[config.mk]
export PLATFORM = sky130hd
export DESIGN_NAME = mc_register_bank
export DESIGN_NICKNAME = d
export VERILOG_FILES = /design/src/rtl/mc_register_bank_pkg.sv /design/src/rtl/mc_register_bank_sticky.sv /design/src/rtl/mc_register_bank.sv
export SDC_FILE = /design/constraint.sdc
export NUM_CORES = 1
export LEC_CHECK = 0
export CORE_MARGIN = 3
export CORE_UTILIZATION = 25
export DETAILED_ROUTE_END_ITERATION = 6
export HOLD_SLACK_MARGIN = 0.15
export PLACE_DENSITY_LB_ADDON = 0.2
export SETUP_SLACK_MARGIN = 0.4
export SYNTH_ARGS = -nofsm -noshare
export SYNTH_HDL_FRONTEND = slang
export SYNTH_HIERARCHICAL = 1
export SYNTH_SLANG_ARGS = --single-unit
[constraint.sdc]
create_clock -name ClkRs_ix -period 2.75 [get_ports ClkRs_ix]
set_input_delay 0.4125 -clock ClkRs_ix [delete_from_list [all_inputs] [get_ports ClkRs_ix]]
set_output_delay 0.4125 -clock ClkRs_ix [all_outputs]
set_load 0.02 [all_outputs]
[src/rtl/mc_register_bank_pkg.sv]
// Shared types for the mc_register_bank slice: 32-bit register word, clock/reset
// bundle, default identification word and a byte-strobe expansion helper.
package mc_register_bank_pkg;

  typedef logic [31:0] reg32_t;

  typedef struct packed {
    logic clk;
    logic reset;
  } ckrs_t;

  localparam reg32_t MC_ID_DEFAULT = 32'h4D43_0001;

  // Expand 4 byte strobes to a 32-bit bit mask.
  function automatic reg32_t byte_mask(input logic [3:0] we);
    reg32_t m;
    for (int b = 0; b < 4; b++) begin
      m[8*b +: 8] = {8{we[b]}};
    end
    return m;
  endfunction

endpackage

[src/rtl/mc_register_bank_sticky.sv]
// One 32-bit status word: MASK bits latch high until cleared by write-1, where a
// concurrent set wins; unmasked bits pass the live input straight through.
module mc_sticky_status
  import mc_register_bank_pkg::*;
#(
  parameter reg32_t MASK = '0
) (
  input  logic   clk,
  input  logic   rst_n,
  input  reg32_t stat_i,
  input  reg32_t clr_i,
  output reg32_t val_o
);

  reg32_t sticky_q;
  reg32_t sticky_d;

  always_comb begin
    sticky_d = MASK & ((sticky_q & ~clr_i) | stat_i);
  end

  always_ff @(posedge clk) begin
    if (!rst_n) begin
      sticky_q <= '0;
    end else begin
      sticky_q <= sticky_d;
    end
  end

  // Sticky bits read the latched value, so a set in the current cycle is not visible yet.
  assign val_o = (stat_i & ~MASK) | (sticky_q & MASK);

endmodule

[src/rtl/mc_register_bank.sv]
// Memory-mapped register bank: ID word, NCTRL read/write control registers with
// optional pulse bits and write strobes, NSTAT status words with optional W1C sticky bits.
module mc_register_bank
  import mc_register_bank_pkg::*;
#(
  parameter int                 NCTRL            = 4,
  parameter int                 NSTAT            = 4,
  parameter reg32_t             ID_VALUE         = MC_ID_DEFAULT,
  parameter reg32_t [NCTRL-1:0] CTRL_RST         = '0,
  parameter reg32_t [NCTRL-1:0] CTRL_PULSE_MASK  = '0,
  parameter reg32_t [NSTAT-1:0] STAT_STICKY_MASK = '0
) (
  input  ckrs_t              ClkRs_ix,
  input  logic               en,
  input  logic [31:0]        addr,
  input  logic [3:0]         we,
  input  logic [31:0]        din,
  output logic [31:0]        dout,
  output reg32_t [NCTRL-1:0] ctrl_ob,
  output logic [NCTRL-1:0]   ctrl_wr_ob,
  input  reg32_t [NSTAT-1:0] stat_ib
);

  logic               clk;
  logic               rst_n;
  logic [29:0]        word_idx;
  logic               wr_en;
  logic               rd_en;
  reg32_t             wmask;
  logic               unused_addr_bits;

  reg32_t [NCTRL-1:0] ctrl_q;
  reg32_t [NCTRL-1:0] ctrl_d;
  logic   [NCTRL-1:0] ctrl_wr_q;
  logic   [NCTRL-1:0] ctrl_wr_d;
  reg32_t             dout_q;
  reg32_t             dout_d;
  reg32_t             rd_data;
  reg32_t [NSTAT-1:0] stat_val;
  reg32_t [NSTAT-1:0] stat_clr;

  assign clk              = ClkRs_ix.clk;
  assign rst_n            = ClkRs_ix.reset;
  assign word_idx         = addr[31:2];
  assign unused_addr_bits = ^addr[1:0];
  assign wr_en            = en && (we != 4'b0000);
  assign rd_en            = en && (we == 4'b0000);
  assign wmask            = byte_mask(we);

  // Pulse bits fall back to 0 every cycle unless rewritten; other bits hold.
  always_comb begin
    ctrl_d    = ctrl_q & ~CTRL_PULSE_MASK;
    ctrl_wr_d = '0;
    for (int i = 0; i < NCTRL; i++) begin
      if (wr_en && (word_idx == 30'(i + 1))) begin
        ctrl_d[i]    = (ctrl_d[i] & ~wmask) | (din & wmask);
        ctrl_wr_d[i] = 1'b1;
      end
    end
  end

  genvar gi;
  generate
    for (gi = 0; gi < NSTAT; gi++) begin : g_stat
      assign stat_clr[gi] = (wr_en && (word_idx == 30'(NCTRL + 1 + gi))) ? (din & wmask) : '0;

      mc_sticky_status #(
        .MASK (STAT_STICKY_MASK[gi])
      ) u_sticky (
        .clk    (clk),
        .rst_n  (rst_n),
        .stat_i (stat_ib[gi]),
        .clr_i  (stat_clr[gi]),
        .val_o  (stat_val[gi])
      );
    end
  endgenerate

  always_comb begin
    rd_data = '0;
    if (word_idx == 30'd0) begin
      rd_data = ID_VALUE;
    end
    for (int i = 0; i < NCTRL; i++) begin
      if (word_idx == 30'(i + 1)) rd_data = ctrl_q[i];
    end
    for (int i = 0; i < NSTAT; i++) begin
      if (word_idx == 30'(NCTRL + 1 + i)) rd_data = stat_val[i];
    end
    dout_d = rd_en ? rd_data : dout_q;
  end

  always_ff @(posedge clk) begin
    if (!rst_n) begin
      ctrl_q    <= CTRL_RST & ~CTRL_PULSE_MASK;
      ctrl_wr_q <= '0;
      dout_q    <= '0;
    end else begin
      ctrl_q    <= ctrl_d;
      ctrl_wr_q <= ctrl_wr_d;
      dout_q    <= dout_d;
    end
  end

  assign ctrl_ob    = ctrl_q;
  assign ctrl_wr_ob = ctrl_wr_q;
  assign dout       = dout_q;

endmodule

=== Yosys cells after proc, flatten, opt, wreduce, memory -nomap -nowiden ===
Cells that the tools add are included.

* Latch bits: 0
* Memory bits (read-only): 0
* Memories: 0
* Output and inout bits: 164
* Word-level logic and storage cells: 46
* Bits in writable memories: 0
* Input bits: 199
* Register bits: 164

* Multiply operators: 0
* Div/mod/pow operators: 0
* Reductions and logical operators: 9
* Shift-type cells: 0
* Equal/unequal tests: 8
* $add $sub $neg: 0
* Magnitude comparators: 0
* Bitwise gates (word level): 10
* Multiplexer cells: 13

{| class="wikitable"
|+ Operator list
! kind !! count
|-
| $mux W32 || 8
|-
| $and A32 B32 Y32 || 5
|-
| $or A32 B32 Y32 || 4
|-
| $eq A30 B3 Y1 const B || 4
|-
| $eq A30 B2 Y1 const B || 2
|-
| $not A32 Y32 || 1
|-
| $mux W31 || 1
|-
| $eq A30 B1 Y1 const B || 1
|-
| $eq A30 B4 Y1 const B || 1
|-
| $logic_not A30 Y1 || 1
|-
| $logic_and A1 B1 Y1 || 6
|-
| $logic_not A4 Y1 || 1
|-
| $mux W1 || 4
|-
| $reduce_bool A4 Y1 || 1
|}

=== Depth between registers and ports, before layout ===
* Depth in word-level cells: 10
* Mapped depth: 9
* Depth with buffers taken out: 5

=== Hierarchy ===
Netlist, hierarchy kept.

{| class="wikitable"
|+ Modules (own cells, without submodules)
! module !! seq. area each (um^2) !! times used !! area each (um^2) !! cells each
|-
| mc_register_bank || 3,283.1 || 1 || 9,502.9 || 1,167
|-
| mc_sticky_status || 0.0 || 4 || 240.2 || 32
|}

=== Worst setup path after synthesis ===
No wires, ideal clock.

* Path kind: in2reg
* Start point: in addr[10]
* End point: reg dout_q[14] (netlist: dout[14])
* Buffers on the path: 2
* Stages: 7
* Path slack: 0.657 ns
* Arrival time: 1.960 ns
* Required time: 2.617 ns
* Library setup time: 0.133 ns
* Cell sequence: nor4_4 -> nand4_2 -> or2_1 -> buf_2 -> buf_2 -> o221ai_1 -> a31oi_1

* Cells in the longest elaborated chain, start to end: 9
* Elaborated cells on any way between the ends: 16
* Classes of those cells: eq/ne (8); mux (8)

{| class="wikitable"
|+ Ends and longest elaborated chain
! element !! line !! RTL
|-
| start, declared || mc_register_bank.sv:15 || <nowiki>input logic [31:0] addr,</nowiki>
|-
| $eq A30 B1 Y1 || mc_register_bank.sv:85 || <nowiki>if (word_idx == 30'(i + 1)) rd_data = ctrl_q[i];</nowiki>
|-
| $mux W32 (4 in a row) || mc_register_bank.sv:85 ||
|-
| $mux W32 (3 in a row) || mc_register_bank.sv:88 || <nowiki>if (word_idx == 30'(NCTRL + 1 + i)) rd_data = stat_val[i];</nowiki>
|-
| $mux W32 (*) || mc_register_bank.sv:88 ||
|-
| end signal, assigned || mc_register_bank.sv:101 || <nowiki>dout_q <= dout_d;</nowiki>
|-
| end, declared || mc_register_bank.sv:36 || <nowiki>reg32_t dout_q;</nowiki>
|}

Every way passes the cells marked *; elsewhere a longest branch is shown, timed or not.
A chain may end at the register's enable or synchronous reset.

=== Final worst setup path ===
* Start point: in addr[17]
* End point: reg dout_q[25] (netlist: dout[25])

Same word-level chain as after synthesis.

==> out/results.ini <==
[timing]
rsz0062_at_grt=true
setup_tns_ps=0
min_period_over_period=0.853
whs_ps=175
maxSlewHeadroom=0.487
fin_crit_ps=2350
report.final.slew_viol_count=0
fmax_ghz=0.426
worst_slack_ps=403
worst_slew_pin_slew_ps=764
hold_viol_final=0
fin_skew_ps=6.34
setup_viol=0

[cts]
clkTransAtPathRegs_ps=70
cts_tree=yes
insertion_delay_ps=450

[critical_path]
end_kind=register
reg2reg_slack_ps=1110
critPathLaunch=addr[17]
cp.required_ps=3120
cp-start-kind=input port
worstPathMaxFanout=15
arrival_ps=2720
worstSetupPathType=input port to register

[drt]
ant_nets=0
wl_um=48700
vias=10607
avgViaCountPerCell=4.97
drcViolationCount=0
post_drt_wl_per_cell_um=22.8
drtIter0Drc=560
first_pass_iters=5

[die]
std_cell_rows=71
start_util=0.257
ios=363
core_area_mm2=0.0381
die_w_um=204
die_area_mm2=0.0416
die_h_um=204

[outcome]
status=finished, final reports clean

[place]
place_ws_ps=-137
dp_hpwl_um=32900
place_inst=1846
place.gp.congestion=0.823
postPlaceCellArea_mm2=0.0135
port_buffers=359

[hold_path]
hold_start=ClkRs_ix[0]
hp-class=clock port to register

[grt]
antenna_found_initial=2
grt_use_total=0.233
gr-total-overflow=0
grt_pass1_wl_um=70600
grt_pass1_vias=13560
grt_max_degree=45

[yosys]
synthCells=1119
syn_area_per_cell_um2=8.76
synth_fp_nets=1318
synth_warnings=6
syn_area_mm2=0.00980

[flow_run]
max_cap_viol_count=0

[power_and_ir_drop]
ir_worst_vdd_mv=0.513
p_total_mw=15.5
power_leakage_nw=8.07
powerDensity_mw_per_mm2=841

[cells_and_area]
post-route-cell-area_mm2=0.0185
drive_gt1_frac=0.235
antennaDiodeCount=0
nets=1761
layoutNonFillerInstCount=2135
fin_util=0.484
area_delta_synth_final_pct=88.3

## cells in the final DEF (no fill, tap or decap), drive strengths merged, types with 19 or more instances in the layout
cell             n
buf             81
mux2i          157
clkdlybuf4s50  357
o221ai          21
a22oi           41
inv             80
nand3           21
mux2            43
clkbuf         207
nor3            40
nor2            78
a32oi           19
a31oi           19
nand2          161
dfxtp          164
## layer usage
metal,up-vias,track usage,wire [um]
met5,-,0,27
met4,4,0.210,1600
met3,148,0.147,4300
met2,562,0.298,21400
met1,5042,0.262,21300
li1,4851,-,-
## what timing repair did
item / CTS / global route
endpoints found under the setup margin: 8 / 8
buffers inserted: 0 / 2
pin swaps: 1 / 3
resized for setup: 1 / 4
endpoints found under the hold margin: 0 / 0
hold buffers: 0 / 0
## where the power goes
| group | leakage [nW] | switching (mW) | internal (mW) |
|---|---|---|---|
| Sequential | 1.32 | 0.00755 | 2.39 |
| Combinational | 2.77 | 0.273 | 0.377 |
| Clock | 3.99 | 4.12 | 8.36 |
| Total | 8.07 | 4.40 | 11.1 |
## critical path: stages
cell and delay, ps:
clkdlybuf4s50_1 450, nor4_4 440, nand4_2 270, buf_4 270, nor3_1 410, buf_4 190
o221ai_1 110, a31oi_1 170
## final timing paths
check	endpoint	depth (start not counted)
max reg2reg	dout[17]$_SDFFE_PN0P_	5
min	register	5
min reg2reg	dout[18]$_SDFFE_PN0P_	2
max	dout[25]$_SDFFE_PN0P_	8
## area by class of cell
| type | count | area, um^2 |
|---|---|---|
| clock buffer | 207 | 4390 |
| sequential | 164 | 3280 |
| inverter | 8 | 30.0 |
| timing repair buffer | 438 | 4410 |
| tap | 511 | 639 |
| fill | 3457 | 19700 |
| clock inverter | 81 | 505 |
| multi-input combinational | 726 | 5200 |
No activity file was read; power rests on OpenSTA's default activity.
